--- src/rtl/pwm_pkg.sv ---
// Shared definitions for the PWM width measurement path.
package pwm_pkg;

  localparam int CNT_W_DEFAULT = 16;
  localparam logic [CNT_W_DEFAULT-1:0] WIDTH_SAT = '1;
  localparam int GLITCH_W = 8;

  typedef enum logic {IDLE, COUNT} pwm_state_t;

endpackage

--- src/rtl/pwm_width_fifo.sv ---
// Small synchronous FIFO; pointers carry an extra wrap bit to tell full from empty.
module pwm_width_fifo #(
  parameter int DATA_W = 16,
  parameter int DEPTH  = 4
) (
  input  logic              clock,
  input  logic              reset_n,
  input  logic              push,
  input  logic [DATA_W-1:0] push_data,
  output logic              full,
  input  logic              pop,
  output logic [DATA_W-1:0] pop_data,
  output logic              empty
);

  localparam int AW = $clog2(DEPTH);

  logic [DATA_W-1:0] r_mem [DEPTH];
  logic [AW:0]       r_wr_ptr;
  logic [AW:0]       r_rd_ptr;
  logic              w_do_pop;
  logic              w_do_push;

  assign empty = (r_wr_ptr == r_rd_ptr);
  assign full  = (r_wr_ptr[AW] != r_rd_ptr[AW]) &&
                 (r_wr_ptr[AW-1:0] == r_rd_ptr[AW-1:0]);

  // A pop in the same cycle frees a slot, so a push into a full queue still lands.
  assign w_do_pop  = pop && !empty;
  assign w_do_push = push && (!full || w_do_pop);
  assign pop_data  = r_mem[r_rd_ptr[AW-1:0]];

  always_ff @(posedge clock or negedge reset_n) begin
    if (!reset_n) begin
      r_wr_ptr <= '0;
      r_rd_ptr <= '0;
      for (int i = 0; i < DEPTH; i++) r_mem[i] <= '0;
    end else begin
      if (w_do_push) begin
        r_mem[r_wr_ptr[AW-1:0]] <= push_data;
        r_wr_ptr <= r_wr_ptr + (AW+1)'(1);
      end
      if (w_do_pop) r_rd_ptr <= r_rd_ptr + (AW+1)'(1);
    end
  end

endmodule

--- src/rtl/pwm_width_meter.sv ---
// Measures cycles between control-unit start/stop strobes, drops glitches,
// and queues accepted widths on a valid/ready stream.
module pwm_width_meter
  import pwm_pkg::*;
#(
  parameter int CNT_W      = CNT_W_DEFAULT,
  parameter int MIN_WIDTH  = 2,
  parameter int FIFO_DEPTH = 4
) (
  input  logic                clock,
  input  logic                reset_n,
  input  logic                counter_reset,
  input  logic                result_latch,
  output logic [CNT_W-1:0]    width_out,
  output logic                width_valid,
  input  logic                width_ready,
  output logic                overrun,
  input  logic                clear_overrun,
  output logic [GLITCH_W-1:0] glitch_cnt,
  output logic                busy
);

  pwm_state_t          r_state;
  logic [CNT_W-1:0]    r_count;
  logic                r_busy;
  logic                r_overrun;
  logic [GLITCH_W-1:0] r_glitch_cnt;

  logic             w_full;
  logic             w_empty;
  logic             w_pop;
  logic             w_stop;
  logic             w_glitch;
  logic             w_push_req;
  logic [CNT_W-1:0] w_pop_data;

  assign w_pop      = !w_empty && width_ready;
  assign w_stop     = (r_state == COUNT) && result_latch;
  assign w_glitch   = w_stop && (r_count < CNT_W'(MIN_WIDTH));
  assign w_push_req = w_stop && !w_glitch;

  // The counter loads 1 on start so that a stop N cycles later reads exactly N.
  always_ff @(posedge clock or negedge reset_n) begin
    if (!reset_n) begin
      r_state <= IDLE;
      r_count <= '0;
      r_busy  <= 1'b0;
    end else begin
      case (r_state)
        IDLE: begin
          if (counter_reset) begin
            r_count <= CNT_W'(1);
            r_state <= COUNT;
            r_busy  <= 1'b1;
          end
        end
        COUNT: begin
          if (counter_reset) begin
            r_count <= CNT_W'(1);
          end else if (result_latch) begin
            r_state <= IDLE;
            r_busy  <= 1'b0;
          end else if (r_count != {CNT_W{1'b1}}) begin
            r_count <= r_count + CNT_W'(1);
          end
        end
        default: begin
          r_state <= IDLE;
          r_busy  <= 1'b0;
        end
      endcase
    end
  end

  always_ff @(posedge clock or negedge reset_n) begin
    if (!reset_n) begin
      r_glitch_cnt <= '0;
      r_overrun    <= 1'b0;
    end else begin
      if (w_glitch && (r_glitch_cnt != {GLITCH_W{1'b1}}))
        r_glitch_cnt <= r_glitch_cnt + GLITCH_W'(1);
      // A new drop outranks a simultaneous clear.
      if (w_push_req && w_full && !w_pop)
        r_overrun <= 1'b1;
      else if (clear_overrun)
        r_overrun <= 1'b0;
    end
  end

  pwm_width_fifo #(
    .DATA_W (CNT_W),
    .DEPTH  (FIFO_DEPTH)
  ) u_fifo (
    .clock     (clock),
    .reset_n   (reset_n),
    .push      (w_push_req),
    .push_data (r_count),
    .full      (w_full),
    .pop       (w_pop),
    .pop_data  (w_pop_data),
    .empty     (w_empty)
  );

  assign width_out   = w_pop_data;
  assign width_valid = !w_empty;
  assign overrun     = r_overrun;
  assign glitch_cnt  = r_glitch_cnt;
  assign busy        = r_busy;

endmodule

--- config.mk ---
export PLATFORM = sky130hd
export DESIGN_NAME = pwm_width_meter
export DESIGN_NICKNAME = d
export VERILOG_FILES = /design/src/rtl/pwm_pkg.sv /design/src/rtl/pwm_width_fifo.sv /design/src/rtl/pwm_width_meter.sv
export SDC_FILE = /design/constraint.sdc
export NUM_CORES = 1
export LEC_CHECK = 0
export CAP_MARGIN = 20
export CORE_MARGIN = 3
export CORE_UTILIZATION = 28
export CTS_CLUSTER_SIZE = 10
export DETAILED_ROUTE_END_ITERATION = 7
export PLACE_DENSITY = 0.44
export SYNTH_ARGS = -nofsm -noshare
export SYNTH_HDL_FRONTEND = slang
export SYNTH_SLANG_ARGS = --single-unit
--- constraint.sdc ---
create_clock -name clock -period 3 [get_ports clock]
set_input_delay 0.6 -clock clock [delete_from_list [all_inputs] [get_ports clock]]
set_output_delay 0.6 -clock clock [all_outputs]
set_load 0.01 [all_outputs]
==> results of run 1 <==
[metal layers]
layer	GRT usage [%]	vias up	part of all wire, %	wire [um]
li1	-	1420	-	-
met1	16.3	1550	48	5270
met2	18.9	60	47	5180
met3	3.06	9	3.9	429
met4	3.93	0	1.3	142
met5	0	-	0	0
[kinds of logic (layout without fill, tap and decap cells)]
family / after synthesis / count (layout) / share of synthesized area (%)
flops: 97 / 97 / 48.6
simple gates: 94 / 94 / 11.1
mux: 90 / 90 / 27.1
buf+inv: 37 / 68 / 5.18
compound gates: 31 / 31 / 4.21
xor+xnor: 12 / 12 / 2.10
fa+ha+maj: 7 / 7 / 1.75
[final cells by class]
cell class / instances / area, sq um / share of cell area, %
timing repair buffer: 48 / 463 / 7.99
multi-input combinational: 234 / 2310 / 39.9
tap: 225 / 282 / 4.86
clock buffer: 10 / 239 / 4.12
sequential: 97 / 2430 / 41.9
inverter: 5 / 18.8 / 0.324
clock inverter: 5 / 56.3 / 0.972
[power groups by stage]
stage / Sequential [uW] / Combinational [uW] / Clock, uW
4_1_cts: 1640 / 1040 / 1220
6_report: 1630 / 1000 / 1160
3_3_place_gp: 1650 / 1020 / 0
3_5_place_dp: 1660 / 1030 / 0
5_1_grt: 1670 / 1110 / 1260
2_1_floorplan: 1630 / 666 / 0
[worst max-delay path by stage]
stage,start,end,slack (ns),cells past startpoint
floorplan,u_fifo.r_rd_ptr[1],u_fifo.r_mem[10],0.90,7
global placement,result_latch,r_count[15],0.34,6
detailed placement,counter_reset,r_count[4],0.19,6
CTS,u_fifo.r_rd_ptr[0],width_valid,0.24,4
global route,u_fifo.r_rd_ptr[0],width_valid,0.21,4
finish,u_fifo.r_rd_ptr[0],width_valid,0.28,4
[per-stage QoR]
step | cell area [sq um] | hold slack (ns) | utilization [%] | std cells | total power, uW
detailed placement | 5500 | 0.480 | 31.7 | 609 | 2690
global route | 5800 | 0.105 | 33.4 | 624 | 4040
CTS | 5800 | 0.0979 | 33.4 | 624 | 3890
floorplan | 5000 | 0.304 | - | 368 | 2300
finish | 5800 | 0.111 | 33.4 | 624 | 3790
global placement | 5500 | 0.474 | 31.7 | 609 | 2680
[Yosys cell counts, types with 5 or more instances]
cell	number
nor3_1	8
nor2_1	9
mux2_4	39
o31ai_1	6
clkbuf_1	14
inv_1	5
mux2_2	33
nand3b_1	9
nor4_1	13
ha_1	7
xor2_1	8
buf_6	6
or4_1	6
nand3_1	10
a21oi_1	6
dfrtp_1	97
buf_2	6
nand2_1	12
mux4_2	12
[state kept, by name, indices dropped and copies added, names as in the netlist]
| register | count |
|---|---|
| r_count | 16 |
| u_fifo.r_mem | 64 |
| glitch_cnt | 8 |
| overrun | 1 |
| u_fifo.r_wr_ptr | 3 |
| busy | 1 |
| r_state | 1 |
| u_fifo.r_rd_ptr | 3 |
==> report_table.html, run 1 <==
<table>
<tr><th>Metric</th><th>Value</th></tr>
<tr><th colspan="2">Worst setup path</th></tr>
<tr><td>Depth of the worst register-to-register path</td><td>6</td></tr>
<tr><td>Cells along the critical path</td><td>buf_12, xor2_1, or3b_2, clkdlybuf4s50_1</td></tr>
<tr><td>Family with the most delay on the worst path</td><td>buffers and inverters</td></tr>
<tr><td>Worst flop-to-flop path startpoint</td><td>r_count[7]</td></tr>
<tr><td>Worst setup EP type</td><td>primary output</td></tr>
<tr><td>Buf+Inv Stages, Crit Path</td><td>2</td></tr>
<tr><td>End of the worst register-to-register path</td><td>u_fifo.r_mem[51]</td></tr>
<tr><td>Critical path data arrival time</td><td>2.12 ns</td></tr>
<tr><td>Critical path launch point type</td><td>flip-flop</td></tr>
<tr><td>Largest stage delay on the critical path</td><td>0.51 ns</td></tr>
<tr><td>Worst setup path class</td><td>reg -&gt; out</td></tr>
<tr><td>Required time of the worst setup path</td><td>2.40 ns</td></tr>
<tr><td>Setup slack of the worst register-to-register path</td><td>0.77 ns</td></tr>
<tr><td>Maximum net fanout on the critical path</td><td>19</td></tr>
<tr><td>Slowest cell on crit path</td><td>clkdlybuf4s50_1</td></tr>
<tr><th colspan="2">Clock network</th></tr>
<tr><td>Cts-stage hold buffer count</td><td>0</td></tr>
<tr><td>Number of buffers created by CTS</td><td>9</td></tr>
<tr><td>Insertion delay of the later-clocked pin in the worst-skew pair</td><td>0.35 ns</td></tr>
<tr><td>Maximum level of the CTS H-tree</td><td>3</td></tr>
<tr><td>Number of gates resized after cts</td><td>0</td></tr>
<tr><td>Clk slew on worst S/H paths</td><td>0.06 ns</td></tr>
<tr><td>TritonCTS clock tree</td><td>yes</td></tr>
<tr><td>Maximum number of buffers from clock root to sink</td><td>2</td></tr>
<tr><td>Library cell used as clock root buffer</td><td>clkbuf_16</td></tr>
<tr><td>Total number of clock tree sinks</td><td>97</td></tr>
<tr><td>Number of post-CTS setup repair buffers</td><td>0</td></tr>
<tr><th colspan="2">GRT</th></tr>
<tr><td>First-pass GRT wire length</td><td>18300 um</td></tr>
<tr><td>Gr usage total</td><td>12.0%</td></tr>
<tr><td>Number of global-route vias before repair</td><td>3229</td></tr>
<tr><td>Number of antenna violations at the first check in global routing</td><td>0</td></tr>
<tr><td>Maximum number of pins on one net before global-route repair</td><td>50</td></tr>
<tr><td>Total global routing overflow</td><td>0</td></tr>
<tr><th colspan="2">Pwr</th></tr>
<tr><td>Switching Power</td><td>1100 uW</td></tr>
<tr><td>Int Pwr</td><td>2690 uW</td></tr>
<tr><td>Maximum ir drop on the vdd rail</td><td>286 uV</td></tr>
<tr><td>Power density over the cells</td><td>655 mW/mm^2</td></tr>
<tr><td>Static leakage</td><td>0.00248 uW</td></tr>
<tr><td>Sw frac</td><td>29.1%</td></tr>
<tr><td>Sequential share of power</td><td>43.1%</td></tr>
<tr><td>Power share of the clock group</td><td>30.5%</td></tr>
<tr><td>Combinational cell fraction of total power</td><td>26.4%</td></tr>
<tr><th colspan="2">Floorplanning</th></tr>
<tr><td>Chip height</td><td>140 um</td></tr>
<tr><td>Std-Cell Rows</td><td>48</td></tr>
<tr><td>Ports placed on the boundary</td><td>33</td></tr>
<tr><td>Die Area</td><td>0.0195 sq mm</td></tr>
<tr><td>DIE WIDTH</td><td>140 um</td></tr>
<tr><td>Core area</td><td>0.0174 sq mm</td></tr>
<tr><td>Starting Density</td><td>28.8%</td></tr>
<tr><th colspan="2">Layout</th></tr>
<tr><td>Most common cell after layout, fill and taps aside</td><td>dfrtp_1</td></tr>
<tr><td>Layout overhead on the synthesized area</td><td>16.0%</td></tr>
<tr><td>Fraction of layout instances using a drive strength above 1</td><td>30.3%</td></tr>
<tr><td>Count of fill cells added during filler insertion</td><td>1725</td></tr>
<tr><td>Commonest cells after routing, fill and taps aside</td><td>dfrtp_1, mux2_4, mux2_2</td></tr>
<tr><td>Diode count</td><td>0</td></tr>
<tr><td>Number of nets in the layout</td><td>408</td></tr>
<tr><th colspan="2">Synthesis</th></tr>
<tr><td>Flip-flop and latch count after synthesis</td><td>97</td></tr>
<tr><td>Synth warn</td><td>0</td></tr>
<tr><td>Synthesized cell area</td><td>0.00500 sq mm</td></tr>
<tr><td>Post-synthesis cell type count</td><td>47</td></tr>
<tr><td>Cell count after synthesis</td><td>368</td></tr>
<tr><td>Post-synth net total</td><td>381</td></tr>
<tr><td>Biggest area contributors in the synthesized netlist</td><td>dfrtp_1, mux2_4, mux2_2</td></tr>
<tr><td>Average size of a mapped cell</td><td>13.6 sq um</td></tr>
<tr><td>Post-synth top area cell</td><td>dfrtp_1</td></tr>
<tr><td>Share of synthesized flip-flops with an asynchronous set or reset</td><td>100%</td></tr>
<tr><td>Prevailing post-synth register cell</td><td>dfrtp_1</td></tr>
<tr><td>Number of enable flip-flop cells after synthesis</td><td>0</td></tr>
<tr><td>Sequential fraction of the synthesis area</td><td>48.6%</td></tr>
<tr><td>Area fraction of the dominant cell type after synthesis</td><td>48.6%</td></tr>
<tr><th colspan="2">Timing</th></tr>
<tr><td>Shortest clock period the worst path allows after layout</td><td>2.72 ns</td></tr>
<tr><td>Max-slew headroom at the worst pin</td><td>54.8%</td></tr>
<tr><td>Unrepaired setup endpoints after global routing</td><td>false</td></tr>
<tr><td>Achievable frequency</td><td>0.368 GHz</td></tr>
<tr><td>Clock tree skew after final layout</td><td>0.00415 ns</td></tr>
<tr><td>Total setup violations reported at the end of the flow</td><td>0</td></tr>
<tr><td>Worst Max-Slew Pin Slew</td><td>0.672 ns</td></tr>
<tr><td>Setup TNS Final</td><td>0 ns</td></tr>
<tr><td>Number of hold-slack violations in the final timing report</td><td>0</td></tr>
<tr><td>Max-slew violations</td><td>0</td></tr>
<tr><td>Least setup slack across all paths after layout</td><td>0.279 ns</td></tr>
<tr><td>Final worst path period share</td><td>90.7%</td></tr>
<tr><th colspan="2">Drt</th></tr>
<tr><td>Routed WL per cell</td><td>17.7 um</td></tr>
<tr><td>Overall routed net length</td><td>11000 um</td></tr>
<tr><td>DRC violation total after the first TritonRoute iteration</td><td>176</td></tr>
<tr><td>Mean number of vias per cell</td><td>4.87</td></tr>
<tr><td>First drt pass iteration count</td><td>6</td></tr>
<tr><td>Drc violations</td><td>0</td></tr>
<tr><td>Number of routed nets with antenna violations</td><td>0</td></tr>
<tr><td>Via total after detailed routing</td><td>3039</td></tr>
<tr><th colspan="2">Placed design</th></tr>
<tr><td>Count of input and output buffers</td><td>32</td></tr>
<tr><td>Weighted congestion at the end of routability-driven global placement</td><td>0.821</td></tr>
<tr><td>Worst slack at placement</td><td>0.188 ns</td></tr>
<tr><td>Final HPWL from detailed placement</td><td>7230 um</td></tr>
<tr><th colspan="2">Flow run</th></tr>
<tr><td>Maximum capacitance violations</td><td>0</td></tr>
<tr><th colspan="2">Hold path</th></tr>
<tr><td>Worst min path class</td><td>in -&gt; async</td></tr>
<tr><th colspan="2">Outcome</th></tr>
<tr><td>Outcome</td><td>complete, no violations</td></tr>
</table>
Note: power is estimated with default switching activity, not from simulation.
==> inputs of run 2 (changes only) <==
Settings changed: ABC_CLOCK_PERIOD_IN_PS set to 3000.
==> results of run 2 <==
No change in the layout: final DEF, timing and power equal those of run 1.
==> inputs of run 3 (changes only) <==
Settings changed: CORE_MARGIN 3 to unset.
==> run 3 against run 2 <==
  * Sequential share of layout area rose by 0.20 points
  * Design area fell by 0.48%
  * Count of clock-buffer cells in the layout did not move
  * Critical endpoint is now width_out[15]
  * Core utilization down 0.16 points
  * Clock power decreased by 3%
  * Global-route usage is 1.1 points higher
  * Critical path type unchanged
  * First-iteration DRC count is 21% lower
  * Sequential power about the same
==> report_table.html, run 3 (synthesized netlist as in run 1, its figures left out) <==
<table>
<tr><th>Metric</th><th>Value</th></tr>
<tr><th colspan="2">Clock network</th></tr>
<tr><td>TritonCTS clock tree</td><td>yes</td></tr>
<tr><td>Maximum number of buffers from clock root to sink</td><td>2 (unchanged)</td></tr>
<tr><td>Cts-stage hold buffer count</td><td>0 (unchanged)</td></tr>
<tr><td>Number of buffers created by CTS</td><td>9 (unchanged)</td></tr>
<tr><td>Insertion delay of the later-clocked pin in the worst-skew pair</td><td>0.35 ns (about the same)</td></tr>
<tr><td>Clk slew on worst S/H paths</td><td>0.07 ns (about the same)</td></tr>
<tr><td>Number of post-CTS setup repair buffers</td><td>0 (unchanged)</td></tr>
<tr><td>Maximum level of the CTS H-tree</td><td>3 (unchanged)</td></tr>
<tr><td>Number of gates resized after cts</td><td>0 (unchanged)</td></tr>
<tr><td>Total number of clock tree sinks</td><td>97 (unchanged)</td></tr>
<tr><td>Library cell used as clock root buffer</td><td>clkbuf_16</td></tr>
<tr><th colspan="2">Drt</th></tr>
<tr><td>Drc violations</td><td>0 (unchanged)</td></tr>
<tr><td>Routed WL per cell</td><td>17.6 um (-0.58%)</td></tr>
<tr><td>Overall routed net length</td><td>11000 um (-0.58%)</td></tr>
<tr><td>DRC violation total after the first TritonRoute iteration</td><td>139 (-21%)</td></tr>
<tr><td>First drt pass iteration count</td><td>4 (-2)</td></tr>
<tr><td>Number of routed nets with antenna violations</td><td>0 (unchanged)</td></tr>
<tr><td>Via total after detailed routing</td><td>3064 (+0.82%)</td></tr>
<tr><td>Mean number of vias per cell</td><td>4.91 (+0.82%)</td></tr>
<tr><th colspan="2">GRT</th></tr>
<tr><td>Maximum number of pins on one net before global-route repair</td><td>47 (-6.0%)</td></tr>
<tr><td>Number of global-route vias before repair</td><td>3291 (+1.9%)</td></tr>
<tr><td>Gr usage total</td><td>13.1% (+1.1 points)</td></tr>
<tr><td>Total global routing overflow</td><td>0 (unchanged)</td></tr>
<tr><td>Number of antenna violations at the first check in global routing</td><td>0 (unchanged)</td></tr>
<tr><td>First-pass GRT wire length</td><td>18200 um (-0.87%)</td></tr>
<tr><th colspan="2">Timing</th></tr>
<tr><td>Max-slew headroom at the worst pin</td><td>58.1% (+3.3 points)</td></tr>
<tr><td>Unrepaired setup endpoints after global routing</td><td>false</td></tr>
<tr><td>Setup TNS Final</td><td>0 ns (unchanged)</td></tr>
<tr><td>Total setup violations reported at the end of the flow</td><td>0 (unchanged)</td></tr>
<tr><td>Worst Max-Slew Pin Slew</td><td>0.624 ns (-0.0474 ns)</td></tr>
<tr><td>Final worst path period share</td><td>90.6% (-0.13 points)</td></tr>
<tr><td>Number of hold-slack violations in the final timing report</td><td>0 (unchanged)</td></tr>
<tr><td>Shortest clock period the worst path allows after layout</td><td>2.72 ns (-0.00404 ns)</td></tr>
<tr><td>Clock tree skew after final layout</td><td>0.00671 ns (+0.00256 ns)</td></tr>
<tr><td>Max-slew violations</td><td>0 (unchanged)</td></tr>
<tr><td>Achievable frequency</td><td>0.368 GHz (+0.15%)</td></tr>
<tr><th colspan="2">Worst setup path</th></tr>
<tr><td>Largest stage delay on the critical path</td><td>0.63 ns (+0.12 ns)</td></tr>
<tr><td>Slowest cell on crit path</td><td>mux4_1</td></tr>
<tr><td>Depth of the worst register-to-register path</td><td>6 (unchanged)</td></tr>
<tr><td>Buf+Inv Stages, Crit Path</td><td>2 (unchanged)</td></tr>
<tr><td>Critical path data arrival time</td><td>2.12 ns (about the same)</td></tr>
<tr><td>Worst flop-to-flop path startpoint</td><td>u_fifo.r_rd_ptr[0]</td></tr>
<tr><td>Worst setup path class</td><td>reg -&gt; out</td></tr>
<tr><td>End of the worst register-to-register path</td><td>u_fifo.r_mem[13]</td></tr>
<tr><td>Required time of the worst setup path</td><td>2.40 ns (about the same)</td></tr>
<tr><td>Critical path launch point type</td><td>flip-flop</td></tr>
<tr><td>Setup slack of the worst register-to-register path</td><td>0.81 ns (+0.04 ns)</td></tr>
<tr><td>Maximum net fanout on the critical path</td><td>12 (-7)</td></tr>
<tr><td>Family with the most delay on the worst path</td><td>buffers and inverters</td></tr>
<tr><td>Worst setup EP type</td><td>primary output</td></tr>
<tr><td>Cells along the critical path</td><td>buf_4, mux4_1, clkdlybuf4s50_1</td></tr>
<tr><th colspan="2">Outcome</th></tr>
<tr><td>Outcome</td><td>complete, no violations</td></tr>
<tr><th colspan="2">Layout</th></tr>
<tr><td>Number of nets in the layout</td><td>407 (-0.25%)</td></tr>
<tr><td>Layout overhead on the synthesized area</td><td>15.5%</td></tr>
<tr><td>Largest reg by FF count</td><td>u_fifo.r_mem</td></tr>
<tr><td>Area of all placed cells without fillers</td><td>0.00577 sq mm (-0.48%)</td></tr>
<tr><td>Diode count</td><td>0 (unchanged)</td></tr>
<tr><td>Number of flip-flops under the largest register name</td><td>64 (unchanged)</td></tr>
<tr><td>Count of fill cells added during filler insertion</td><td>1709 (-0.93%)</td></tr>
<tr><td>Most common cell after layout, fill and taps aside</td><td>dfrtp_1</td></tr>
<tr><td>Fraction of layout instances using a drive strength above 1</td><td>30.3% (unchanged)</td></tr>
<tr><td>Commonest cells after routing, fill and taps aside</td><td>dfrtp_1, mux2_4, mux2_2</td></tr>
<tr><th colspan="2">Floorplanning</th></tr>
<tr><td>Chip height</td><td>136 um (-2.9%)</td></tr>
<tr><td>Die Area</td><td>0.0184 sq mm (-5.6%)</td></tr>
<tr><td>Ports placed on the boundary</td><td>33 (unchanged)</td></tr>
<tr><td>Std-Cell Rows</td><td>48 (unchanged)</td></tr>
<tr><td>Starting Density</td><td>28.8% (unchanged)</td></tr>
<tr><td>DIE WIDTH</td><td>136 um (-2.9%)</td></tr>
<tr><td>Core area</td><td>0.0174 sq mm (unchanged)</td></tr>
<tr><th colspan="2">Placed design</th></tr>
<tr><td>Weighted congestion at the end of routability-driven global placement</td><td>0.788 (-4.0%)</td></tr>
<tr><td>Placed inst area</td><td>0.00548 sq mm (-0.36%)</td></tr>
<tr><td>Final HPWL from detailed placement</td><td>7260 um (+0.33%)</td></tr>
<tr><td>Count of input and output buffers</td><td>32 (unchanged)</td></tr>
<tr><th colspan="2">Pwr</th></tr>
<tr><td>Maximum ir drop on the vdd rail</td><td>282 uV (-1.5%)</td></tr>
<tr><td>Total power draw</td><td>3740 uW (-1.4%)</td></tr>
<tr><td>Power density over the cells</td><td>649 mW/mm^2 (-0.92%)</td></tr>
<tr><td>Static leakage</td><td>0.00246 uW (-0.81%)</td></tr>
<tr><th colspan="2">Hold path</th></tr>
<tr><td>Worst min path class</td><td>in -&gt; async</td></tr>
<tr><th colspan="2">Flow run</th></tr>
<tr><td>Maximum capacitance violations</td><td>0 (unchanged)</td></tr>
</table>
==> run 3: final cells by class <==
type / instances / area [sq um] / area share [%]
clock inverters: 6 / 48.8 / 0.846
repair buffers: 47 / 443 / 7.68
well taps: 225 / 282 / 4.88
flip-flops and latches: 97 / 2430 / 42.1
clock buffers: 10 / 239 / 4.14
multi-input cells: 234 / 2310 / 40.0
inverters: 5 / 18.8 / 0.325
==> run 3: through the flow <==
step           worst slack (ns)  std cells  hold WS [ns]  utilization, %
2_1_floorplan             0.904        368         0.304               -
6_report                  0.283        624         0.262            33.2
4_1_cts                   0.243        624         0.279            33.2
3_5_place_dp              0.323        608         0.486            31.6
5_1_grt                   0.194        624         0.293            33.2
3_3_place_gp              0.386        608         0.482            31.6
==> run 3: how the worst max path moves through the flow <==
stage,startpoint,end,depth (start not counted)
2_1_floorplan,u_fifo.r_rd_ptr[1],u_fifo.r_mem[10],7
3_3_place_gp,counter_reset,r_count[10],5
3_5_place_dp,counter_reset,r_count[10],5
4_1_cts,u_fifo.r_rd_ptr[0],width_out[4],3
5_1_grt,u_fifo.r_rd_ptr[0],width_out[15],3
6_report,u_fifo.r_rd_ptr[0],width_out[15],3
==> run 3: per-layer routing <==
layer | track usage (%) | vias to the layer above | share of wire, %
met3 | 4.00 | 8 | 3.5
met5 | 0 | - | 0
li1 | - | 1418 | -
met1 | 17.0 | 1579 | 49
met4 | 3.25 | 0 | 0.86
met2 | 21.2 | 59 | 47
==> run 3: power breakdown <==
group,switching [uW],leakage (uW),internal [uW]
Clock,523,0.000132,594
Combinational,454,0.00101,536
Sequential,156,0.00131,1480
